## config.mk

```make
export PLATFORM = sky130hd
export DESIGN_NAME = lvds_video_timing_window
export DESIGN_NICKNAME = d
export VERILOG_FILES = /design/src/rtl/lvds_video_pkg.sv /design/src/rtl/lvds_window_addr_gen.sv /design/src/rtl/lvds_video_timing_window.sv
export SDC_FILE = /design/constraint.sdc
export NUM_CORES = 1
export LEC_CHECK = 0
export ABC_AREA = 1
export ABC_CLOCK_PERIOD_IN_PS = 4500
export BUFFER_PORTS_ARGS = -buffer_cell sky130_fd_sc_hd__buf_2
export CAP_MARGIN = 20
export CORE_MARGIN = 4
export CORE_UTILIZATION = 35
export DETAILED_ROUTE_END_ITERATION = 10
export GPL_TIMING_DRIVEN = 0
export SLEW_MARGIN = 20
export SYNTH_ARGS = -nofsm -noshare
export SYNTH_HDL_FRONTEND = slang
export SYNTH_SLANG_ARGS = --single-unit
```

## constraint.sdc

```tcl
create_clock -name clk -period 4.5 [get_ports clk]
set_input_delay 0.675 -clock clk [delete_from_list [all_inputs] [get_ports clk]]
set_output_delay 0.675 -clock clk [all_outputs]
set_load 0.03 [all_outputs]
```

## src/rtl/lvds_video_pkg.sv

```systemverilog
`default_nettype none
// ==========================================================================
// Module : lvds_video_pkg
// Brief  : shared types, default 1366x768 timing and parameter checks
// Rev    : 1.0  initial release
// ==========================================================================
package lvds_video_pkg;

   typedef logic [23:0] rgb_t;

   localparam int DEF_H_ACTIVE = 1366;
   localparam int DEF_H_FP     = 14;
   localparam int DEF_H_SYNC   = 16;
   localparam int DEF_H_BP     = 20;
   localparam int DEF_V_ACTIVE = 768;
   localparam int DEF_V_FP     = 3;
   localparam int DEF_V_SYNC   = 6;
   localparam int DEF_V_BP     = 3;

   // h/v counters are CNT_W wide; window bound sums need one extra bit
   localparam int CNT_W          = 12;
   localparam int CMP_W          = CNT_W + 1;
   localparam int MAX_SCALE_LOG2 = 3;

   typedef struct packed {
      logic de;
      logic hs;
      logic vs;
      logic inwin;
      logic fs;
   } ctl_t;

   function automatic int timing_total(input int active, input int fp,
                                       input int sync, input int bp);
      return active + fp + sync + bp;
   endfunction

   function automatic bit scale_log2_legal(input int s);
      return (s >= 0) && (s <= MAX_SCALE_LOG2);
   endfunction

endpackage
`default_nettype wire

```

## src/rtl/lvds_window_addr_gen.sv

```systemverilog
`default_nettype none
// ==========================================================================
// Module : lvds_window_addr_gen
// Brief  : incremental image-RAM address walk for a 2^SCALE_LOG2 window
// Rev    : 1.0  initial release
// ==========================================================================
module lvds_window_addr_gen
   import lvds_video_pkg::*;
#(
   parameter int WIN_W_SRC  = 100,
   parameter int WIN_H_SRC  = 100,
   parameter int SCALE_LOG2 = 2,
   parameter int ADDR_W     = 14
)(
   input  logic              clk,
   input  logic              rst,
   input  logic [CNT_W-1:0]  h,
   input  logic [CNT_W-1:0]  v,
   input  logic              de,
   input  logic              first_pixel,
   input  logic              line_end,
   input  logic              frame_end,
   input  logic [10:0]       win_x0,
   input  logic [10:0]       win_y0,
   output logic              inwin,
   output logic [ADDR_W-1:0] addr
);

   localparam logic [CMP_W-1:0]  c_win_w    = CMP_W'(WIN_W_SRC << SCALE_LOG2);
   localparam logic [CMP_W-1:0]  c_win_h    = CMP_W'(WIN_H_SRC << SCALE_LOG2);
   localparam logic [2:0]        c_rep_m1   = 3'((1 << SCALE_LOG2) - 1);
   localparam logic [ADDR_W-1:0] c_row_step = ADDR_W'(WIN_W_SRC);

   logic [10:0]       r_wx0, r_wy0;
   logic [10:0]       w_wx0, w_wy0;
   logic [2:0]        r_xr, r_yr;
   logic [ADDR_W-1:0] r_col, r_row_base;
   logic [CMP_W-1:0]  w_x_lo, w_x_hi, w_y_lo, w_y_hi, w_h, w_v;
   logic              w_col_in, w_row_in;

   // Pixel (0,0) already belongs to the new frame, so it sees the live origin
   assign w_wx0 = first_pixel ? win_x0 : r_wx0;
   assign w_wy0 = first_pixel ? win_y0 : r_wy0;

   assign w_x_lo = CMP_W'(w_wx0);
   assign w_x_hi = w_x_lo + c_win_w;
   assign w_y_lo = CMP_W'(w_wy0);
   assign w_y_hi = w_y_lo + c_win_h;
   assign w_h    = CMP_W'(h);
   assign w_v    = CMP_W'(v);

   assign w_col_in = (w_h >= w_x_lo) && (w_h < w_x_hi);
   assign w_row_in = (w_v >= w_y_lo) && (w_v < w_y_hi);
   assign inwin    = de && w_col_in && w_row_in;
   assign addr     = r_row_base + r_col;

   always_ff @(posedge clk) begin
      if (rst) begin
         r_wx0      <= '0;
         r_wy0      <= '0;
         r_xr       <= '0;
         r_yr       <= '0;
         r_col      <= '0;
         r_row_base <= '0;
      end else begin
         if (first_pixel) begin
            r_wx0 <= win_x0;
            r_wy0 <= win_y0;
         end
         // Row stepping keys off the window rows only, so right clipping
         // (which merely stops col early) never disturbs row_base.
         if (line_end) begin
            r_xr  <= '0;
            r_col <= '0;
            if (frame_end) begin
               r_yr       <= '0;
               r_row_base <= '0;
            end else if (w_row_in) begin
               if (r_yr == c_rep_m1) begin
                  r_yr       <= '0;
                  r_row_base <= r_row_base + c_row_step;
               end else begin
                  r_yr <= r_yr + 3'd1;
               end
            end
         end else if (inwin) begin
            if (r_xr == c_rep_m1) begin
               r_xr  <= '0;
               r_col <= r_col + ADDR_W'(1);
            end else begin
               r_xr <= r_xr + 3'd1;
            end
         end
      end
   end

endmodule
`default_nettype wire

```

## src/rtl/lvds_video_timing_window.sv

```systemverilog
`default_nettype none
// ==========================================================================
// Module : lvds_video_timing_window
// Brief  : panel timing, scaled window fetch and RAM-latency matched mux
// Rev    : 1.0  initial release
// ==========================================================================
module lvds_video_timing_window
   import lvds_video_pkg::*;
#(
   parameter int   H_ACTIVE   = DEF_H_ACTIVE,
   parameter int   H_FP       = DEF_H_FP,
   parameter int   H_SYNC     = DEF_H_SYNC,
   parameter int   H_BP       = DEF_H_BP,
   parameter int   V_ACTIVE   = DEF_V_ACTIVE,
   parameter int   V_FP       = DEF_V_FP,
   parameter int   V_SYNC     = DEF_V_SYNC,
   parameter int   V_BP       = DEF_V_BP,
   parameter logic HS_POL     = 1'b0,
   parameter logic VS_POL     = 1'b0,
   parameter int   WIN_W_SRC  = 100,
   parameter int   WIN_H_SRC  = 100,
   parameter int   SCALE_LOG2 = 2,
   parameter int   ADDR_W     = 14,
   parameter int   RAM_LAT    = 1,
   parameter rgb_t BG_RGB     = 24'h000000
)(
   input  logic              clk,
   input  logic              rst,
   input  logic              enable,
   input  logic [10:0]       win_x0,
   input  logic [10:0]       win_y0,
   output logic [ADDR_W-1:0] rd_addr,
   output logic              rd_en,
   input  logic [23:0]       rgb_in,
   output logic [23:0]       rgb_out,
   output logic              hsync_out,
   output logic              vsync_out,
   output logic              de_out,
   output logic              frame_start
);

   localparam int H_TOTAL = timing_total(H_ACTIVE, H_FP, H_SYNC, H_BP);
   localparam int V_TOTAL = timing_total(V_ACTIVE, V_FP, V_SYNC, V_BP);

   localparam logic [CNT_W-1:0] c_h_last   = CNT_W'(H_TOTAL - 1);
   localparam logic [CNT_W-1:0] c_v_last   = CNT_W'(V_TOTAL - 1);
   localparam logic [CNT_W-1:0] c_h_act    = CNT_W'(H_ACTIVE);
   localparam logic [CNT_W-1:0] c_v_act    = CNT_W'(V_ACTIVE);
   localparam logic [CNT_W-1:0] c_hs_start = CNT_W'(H_ACTIVE + H_FP);
   localparam logic [CNT_W-1:0] c_hs_end   = CNT_W'(H_ACTIVE + H_FP + H_SYNC);
   localparam logic [CNT_W-1:0] c_vs_start = CNT_W'(V_ACTIVE + V_FP);
   localparam logic [CNT_W-1:0] c_vs_end   = CNT_W'(V_ACTIVE + V_FP + V_SYNC);

   if (!scale_log2_legal(SCALE_LOG2)) begin : g_bad_scale
      $error("SCALE_LOG2 must be in 0..3");
   end
   if (RAM_LAT < 1 || RAM_LAT > 4) begin : g_bad_lat
      $error("RAM_LAT must be in 1..4");
   end
   if (WIN_W_SRC * WIN_H_SRC > (1 << ADDR_W)) begin : g_bad_addr
      $error("source image does not fit in ADDR_W");
   end
   if (H_TOTAL > (1 << CNT_W) || V_TOTAL > (1 << CNT_W)) begin : g_bad_total
      $error("timing totals exceed counter width");
   end

   logic [CNT_W-1:0]  r_h, r_v;
   logic              w_clear, w_first, w_line_end, w_frame_end;
   logic              w_de, w_hs, w_vs, w_inwin;
   logic [ADDR_W-1:0] w_addr;
   ctl_t              r_pipe [0:RAM_LAT];

   assign w_clear     = rst || !enable;
   assign w_first     = (r_h == '0) && (r_v == '0);
   assign w_line_end  = (r_h == c_h_last);
   assign w_frame_end = w_line_end && (r_v == c_v_last);
   assign w_de        = (r_h < c_h_act) && (r_v < c_v_act);
   assign w_hs        = (r_h >= c_hs_start) && (r_h < c_hs_end);
   assign w_vs        = (r_v >= c_vs_start) && (r_v < c_vs_end);

   lvds_window_addr_gen #(
      .WIN_W_SRC  (WIN_W_SRC),
      .WIN_H_SRC  (WIN_H_SRC),
      .SCALE_LOG2 (SCALE_LOG2),
      .ADDR_W     (ADDR_W)
   ) u_addr_gen (
      .clk         (clk),
      .rst         (w_clear),
      .h           (r_h),
      .v           (r_v),
      .de          (w_de),
      .first_pixel (w_first),
      .line_end    (w_line_end),
      .frame_end   (w_frame_end),
      .win_x0      (win_x0),
      .win_y0      (win_y0),
      .inwin       (w_inwin),
      .addr        (w_addr)
   );

   // r_pipe[0] is the decode stage; r_pipe[RAM_LAT] lines up with rgb_in
   always_ff @(posedge clk) begin
      if (w_clear) begin
         r_h         <= '0;
         r_v         <= '0;
         rd_en       <= 1'b0;
         rd_addr     <= '0;
         for (int i = 0; i <= RAM_LAT; i++) r_pipe[i] <= '0;
         rgb_out     <= '0;
         de_out      <= 1'b0;
         hsync_out   <= ~HS_POL;
         vsync_out   <= ~VS_POL;
         frame_start <= 1'b0;
      end else begin
         if (w_line_end) begin
            r_h <= '0;
            r_v <= (r_v == c_v_last) ? '0 : r_v + CNT_W'(1);
         end else begin
            r_h <= r_h + CNT_W'(1);
         end

         r_pipe[0] <= '{de: w_de, hs: w_hs, vs: w_vs, inwin: w_inwin, fs: w_first};
         for (int i = 1; i <= RAM_LAT; i++) r_pipe[i] <= r_pipe[i-1];
         rd_en   <= w_inwin;
         rd_addr <= w_addr;

         de_out      <= r_pipe[RAM_LAT].de;
         hsync_out   <= r_pipe[RAM_LAT].hs ? HS_POL : ~HS_POL;
         vsync_out   <= r_pipe[RAM_LAT].vs ? VS_POL : ~VS_POL;
         frame_start <= r_pipe[RAM_LAT].fs;
         if (!r_pipe[RAM_LAT].de)
            rgb_out <= '0;
         else if (r_pipe[RAM_LAT].inwin)
            rgb_out <= rgb_in;
         else
            rgb_out <= BG_RGB;
      end
   end

endmodule
`default_nettype wire
```

==> results of run 1 <==
[worst min path at each step]
stage	cells after the start	slack, ns	endpoint	from
floorplan	1	0.35	hsync_out$_SDFF_PP1_	r_pipe[0][8]$_SDFF_PP0_
global placement	1	0.36	vsync_out$_SDFF_PP1_	r_pipe[0][7]$_SDFF_PP0_
detailed placement	1	0.36	vsync_out$_SDFF_PP1_	r_pipe[0][7]$_SDFF_PP0_
CTS	1	0.38	vsync_out$_SDFF_PP1_	r_pipe[0][7]$_SDFF_PP0_
global route	1	0.39	vsync_out$_SDFF_PP1_	r_pipe[0][7]$_SDFF_PP0_
finish	1	0.37	vsync_out$_SDFF_PP1_	r_pipe[0][7]$_SDFF_PP0_
[registers in the layout (all words and copies together) (netlist names)]
register	cells
u_addr_gen.r_yr	3
r_pipe	10
u_addr_gen.r_wy0	11
rgb_out	24
frame_start	1
r_h	12
r_v	12
rd_addr	14
de_out	1
u_addr_gen.r_col	14
u_addr_gen.r_row_base	12
hsync_out	1
vsync_out	1
u_addr_gen.r_wx0	11
u_addr_gen.r_xr	3
[worst max-delay path: cells and delay by family, from the launching register on]
kind            cells  cell delay, ns
buf+inv             6            0.64
fa+ha+maj           3            0.71
compound gates      6            0.57
flops               1            0.35
simple gates       13            1.58
[logic make-up after synthesis]
family / after synthesis / share of synthesized area [%]
simple gates: 432 / 28.2
mux: 6 / 0.874
buf+inv: 163 / 9.38
flops: 130 / 37.9
fa+ha+maj: 56 / 10.2
compound gates: 130 / 10.3
xor+xnor: 25 / 3.19
[synth_stat cells, types with 8 or more instances]
| cell | count |
|---|---|
| inv_1 | 142 |
| nand2_2 | 9 |
| nor2_1 | 145 |
| nor2_2 | 8 |
| a21oi_1 | 71 |
| nand2_1 | 155 |
| clkbuf_1 | 10 |
| nor3_1 | 26 |
| dfxtp_1 | 130 |
| o21ai_0 | 32 |
| ha_1 | 56 |
| xor2_1 | 18 |
| nand3_1 | 46 |
| nand4_1 | 12 |
[per-stage QoR]
stage | setup slack [ns] | setup TNS (ns) | hold WS [ns]
floorplan | 0.802 | 0 | 0.352
global placement | -0.0867 | -0.798 | 0.362
detailed placement | -0.103 | -0.947 | 0.364
CTS | 0.0833 | 0 | 0.380
global route | 0.0480 | 0 | 0.393
finish | 0.516 | 0 | 0.374
[area by class of cell]
type                       instances  share of cell area (%)
clock buffer                      17                    5.12
timing repair buffer              96                    5.94
tap                              260                    3.92
inverter                         145                    6.58
buffer                            18                    1.25
multi-input combinational        649                    43.8
clock inverter                    15                    2.05
sequential                       130                    31.3
[metal layers]
| layer | vias up | routed length [um] | track usage [%] |
|---|---|---|---|
| met1 | 2676 | 7740 | 19.7 |
| met4 | 0 | 213 | 4.34 |
| li1 | 3260 | - | - |
| met5 | - | 0 | 0 |
| met2 | 100 | 7530 | 24.8 |
| met3 | 18 | 709 | 3.50 |
[power groups by stage]
stage	registers [mW]	logic, mW	clock network, mW
3_3_place_gp	1.19	0.207	0
4_1_cts	1.17	0.213	1.43
3_5_place_dp	1.19	0.211	0
6_report	1.17	0.216	1.39
2_1_floorplan	1.19	0.148	0
5_1_grt	1.17	0.251	1.48
[what timing repair did]
item                                    4_1_cts  5_1_grt
buffers inserted                              0        5
gates resized for setup                       3        7
endpoints found under the setup margin       21       32
endpoints found under the hold margin         0        0
pin swaps                                     0        3
==> results.json, run 1 <==
{
  "n_fill_cell": 1977,
  "antenna_left": 0,
  "drt-initial-drc-count": 347,
  "synthDistinctLibCells": 43,
  "post_dp_cell_area_um2": 7650,
  "cp.required_ns": 4.78,
  "dr.pass1.iters": 5,
  "hold_class": "reg -> reg",
  "syn-num-nets": 1047,
  "regArea_um2": 2600,
  "finalSetupViolCount": 0,
  "slew_headroom_pct": 56.4,
  "r2r-end": "u_addr_gen.r_col[11]$_SDFFE_PP0P_",
  "r2r_setup_slack_ns": 0.52,
  "avgSynthCellArea_um2": 7.29,
  "final_cell_mix": "nand2_1 (155), nor2_1 (144), inv_1 (141)",
  "synth.area.top_cells": "dfxtp_1 (38%), ha_1 (10%), nand2_1 (8.5%)",
  "syn_inst": 942,
  "worst_setup_path_start_kind": "flip-flop",
  "endpoint": "u_addr_gen.r_col[11]$_SDFFE_PP0P_",
  "clock-sinks": 130,
  "grt_max_degree": 17,
  "crit_slowest_cell": "dfxtp_1",
  "net-switching-power_mw": 0.693,
  "avgViaCountPerCell": 4.55,
  "share_comb_of_total_power_pct": 7.8,
  "initial_core_util_pct": 36.1,
  "r2r_start": "r_h[0]$_SDFF_PP0_",
  "ctsHoldBuffers": 0,
  "grt_usage_pct": 15.0,
  "final_common_cell": "nand2_1",
  "synth_top_cell_area_share_pct": 37.9,
  "post_drt_wl_per_cell_um": 12.2,
  "reg2regPathDepth": 28,
  "cts-root-buf": "clkbuf_16",
  "multi_input_area_um2": 3640,
  "antenna_found_initial": 0,
  "post-dp-hpwl_um": 12400,
  "cts_inserted_buffers": 17,
  "maxCapViolCount": 0,
  "slew_viol_final": 0,
  "ys_seq_area_share_pct": 37.9,
  "worst_slew_pin_slew_ns": 0.654,
  "place_congestion": 0.864,
  "ys_warn_count": 0,
  "worstSetupEndpointType": "flip-flop",
  "worstPathArrival_ns": 4.27,
  "hold_violations": 0,
  "fin_area_um2": 8310,
  "n_antenna_cell": 0,
  "num_rows": 50,
  "cts_max_level": 4,
  "synth_flop_cell": "dfxtp_1",
  "ios": 92,
  "synth_area_leader_cell": "dfxtp_1",
  "vias": 6054,
  "syn_area_um2": 6870,
  "final_core_util_pct": 43.7,
  "max_stage_delay_ns": 0.35,
  "synth-edff-count": 0,
  "cts_tree": "done",
  "die-area_um2": 21900,
  "rsz0062_at_grt": "no",
  "crit_type": "reg -> reg",
  "final_cells": 1330,
  "vdd_drop_max_uv": 254,
  "die_w_um": 148,
  "maxClockFrequency_ghz": 0.251,
  "area_growth_pct": 20.9,
  "clock_latency_ns": 0.42,
  "swShare_pct": 25.0,
  "p_int_mw": 2.08,
  "post-route-period-util_pct": 88.5,
  "p_per_area_nw_per_um2": 334,
  "cp_max_fo": 10,
  "postSynth.asyncResetShare_pct": 0,
  "period_minus_slack_ns": 3.98,
  "finClkSkew_ns": 0.00964,
  "drc_errors": 0,
  "crit_start": "r_h[0]$_SDFF_PP0_",
  "wirelength_um": 16200,
  "path_clk_slew_ns": 0.06,
  "nets": 1162,
  "dp.cells": 1293,
  "portBuffers": 91,
  "p_leak_nw": 4.03,
  "status": "complete, no violations",
  "seq_power_share_pct": 42.1,
  "grt_overflow_total": 0,
  "grt_pass1_vias": 5696,
  "cts_buffer_depth": 2,
  "grt_first_pass_wirelength_um": 26800,
  "coreArea_um2": 19000,
  "totalPowerFinal_mw": 2.77,
  "fp.dieH_um": 148,
  "cpMostUsedCell": "a21oi_1",
  "p_clk_share_pct": 50.1,
  "drive_gt1_share_pct": 16.4,
  "ys_ff_latch": 130
}
(Power assumes the default switching activity.)
==> inputs of run 2 (changes only) <==
Settings changed: CORE_UTILIZATION 35 to 57, PLACE_DENSITY set to 0.79.
==> run 2 against run 1 <==
Total power up 1.6%. Sequential power about the same. First-iteration DRC count up 16%. Global-route usage up 8.1 points. Cell area down 1.8%. Hold slack better by 0.0028 ns. Non-clock buffer count down 2. Highest routed layer unchanged.
==> results.json, run 2 (synthesis gave the netlist of run 1 again) <==
{
  "nets": 1160,
  "p_leak_nw": 4.03,
  "die-area_um2": 13900,
  "post_drt_wl_per_cell_um": 13.0,
  "initial_core_util_pct": 59.2,
  "grt_use_met1_pct": 27.6,
  "worst_setup_path_start_kind": "flip-flop",
  "wirelength_um": 15800,
  "cts_buffer_depth": 2,
  "crit_type": "reg -> reg",
  "p_per_area_nw_per_um2": 345,
  "reg_top3": "rgb_out (24), rd_addr (14), u_addr_gen.r_col (14)",
  "swShare_pct": 21.4,
  "post-dp-hpwl_um": 11600,
  "antenna_left": 0,
  "grt_pass1_vias": 5903,
  "hold_violations": 0,
  "share_comb_of_total_power_pct": 7.6,
  "n_antenna_cell": 0,
  "num_rows": 39,
  "maxClockFrequency_ghz": 0.244,
  "crit_slowest_cell": "dfxtp_1",
  "fp.dieH_um": 118,
  "seq_power_share_pct": 41.5,
  "cp.required_ns": 4.77,
  "cts-root-buf": "clkbuf_16",
  "critPathTopFamily": "simple AND/OR/NAND/NOR gates",
  "slew_viol_final": 0,
  "finClkSkew_ns": 0.00670,
  "worstPathArrival_ns": 4.38,
  "grt_util_met2_pct": 40.4,
  "hold_depth": 1,
  "grt_overflow_total": 0,
  "ctsHoldBuffers": 0,
  "finalSetupViolCount": 0,
  "path_buf_inv": 6,
  "busiest_layer": "met2",
  "post_dp_cell_area_um2": 7510,
  "tns_ns": 0,
  "rsz0062_at_grt": "no",
  "drive_gt1_share_pct": 15.7,
  "post-route-period-util_pct": 91.2,
  "final_cell_mix": "nand2_1 (155), nor2_1 (144), inv_1 (141)",
  "cts_max_level": 4,
  "hold_class": "reg -> reg",
  "drt-initial-drc-count": 402,
  "cts_inserted_buffers": 17,
  "clock-sinks": 130,
  "path_clk_slew_ns": 0.05,
  "place_congestion": 0.886,
  "grt_max_degree": 17,
  "cts_tree": "done",
  "p_int_mw": 2.21,
  "portBuffers": 91,
  "p_clk_share_pct": 50.9,
  "maxCapViolCount": 0,
  "area_growth_pct": 18.7,
  "period_minus_slack_ns": 4.10,
  "slew_headroom_pct": 58.0,
  "grtUsageMet3_pct": 5.57,
  "die_w_um": 118,
  "coreArea_um2": 11600,
  "antenna_found_initial": 0,
  "cp.depth": 28,
  "cp_max_fo": 10,
  "vdd_drop_max_uv": 265,
  "regMostFlops": "rgb_out",
  "status": "complete, no violations",
  "grt_first_pass_wirelength_um": 26600,
  "worst_slew_pin_slew_ns": 0.629,
  "cpMostUsedCell": "a21oi_1",
  "drc_errors": 0,
  "final_common_cell": "nand2_1",
  "dr.pass1.iters": 5,
  "vias": 6214,
  "ios": 92,
  "grt_usage_pct": 23.1,
  "fin_area_um2": 8160,
  "worstSetupEndpointType": "flip-flop",
  "clock_latency_ns": 0.42,
  "avgViaCountPerCell": 5.14,
  "reg2regPathDepth": 28,
  "net-switching-power_mw": 0.604,
  "max_stage_delay_ns": 0.35,
  "largest_reg_flops": 24
}
-- run 2: final timing paths --
check                           from                               end  slack [ns]
max                r_h[0]$_SDFF_PP0_  u_addr_gen.r_col[8]$_SDFFE_PP0P_        0.40
min          r_pipe[0][7]$_SDFF_PP0_              vsync_out$_SDFF_PP1_        0.38
max reg2reg        r_h[0]$_SDFF_PP0_  u_addr_gen.r_col[8]$_SDFFE_PP0P_        0.40
min reg2reg  r_pipe[0][7]$_SDFF_PP0_              vsync_out$_SDFF_PP1_        0.38
-- run 2: what timing repair did --
action                                  4_1_cts  5_1_grt
pin swaps                                     0        2
gates resized for setup                       1        7
buffers inserted                              0        3
endpoints found under the setup margin       10       33
-- run 2: worst register-to-register path, delay by kind of cell, from the launching register on --
family	cells	cell delay (ns)
AOI/OAI and AO/OA	6	0.58
adders and majority gates	3	0.71
buffers and inverters	6	0.73
DFF	1	0.35
and+or+nand+nor	13	1.61
-- run 2: layout make-up --
type                    count  area, um2
well taps                 143        179
repair buffers             94        478
flip-flops and latches    130       2600
fillers                   972       3450
inverters                 145        548
plain buffers              18        101
clock buffers              25        485
clock inverters             5        125
multi-input cells         649       3640
-- run 2: power by group through the flow --
stage / Sequential (mW) / Combinational [mW] / Clock, mW
2_1_floorplan: 1.19 / 0.148 / 0
3_3_place_gp: 1.19 / 0.202 / 0
3_5_place_dp: 1.19 / 0.208 / 0
4_1_cts: 1.17 / 0.212 / 1.46
5_1_grt: 1.17 / 0.248 / 1.50
6_report: 1.17 / 0.215 / 1.44
-- run 2: metrics by stage --
stage               total power, mW  worst slack [ns]  utilization [%]  hold WS [ns]  cells
floorplan                      1.34             0.802                -         0.352    942
global placement               1.39            0.0562             64.6         0.361   1176
detailed placement             1.40          -0.00574             64.6         0.366   1176
CTS                            2.84            0.0236             69.9         0.379   1206
global route                   2.92            0.0297             70.3         0.385   1209
finish                         2.82             0.395             70.3         0.377   1209
-- run 2: metal layers --
layer | wire length (um) | up-vias
met5 | 0 | -
met4 | 333 | 0
met3 | 644 | 31
met2 | 7850 | 140
met1 | 6930 | 2795
li1 | - | 3248
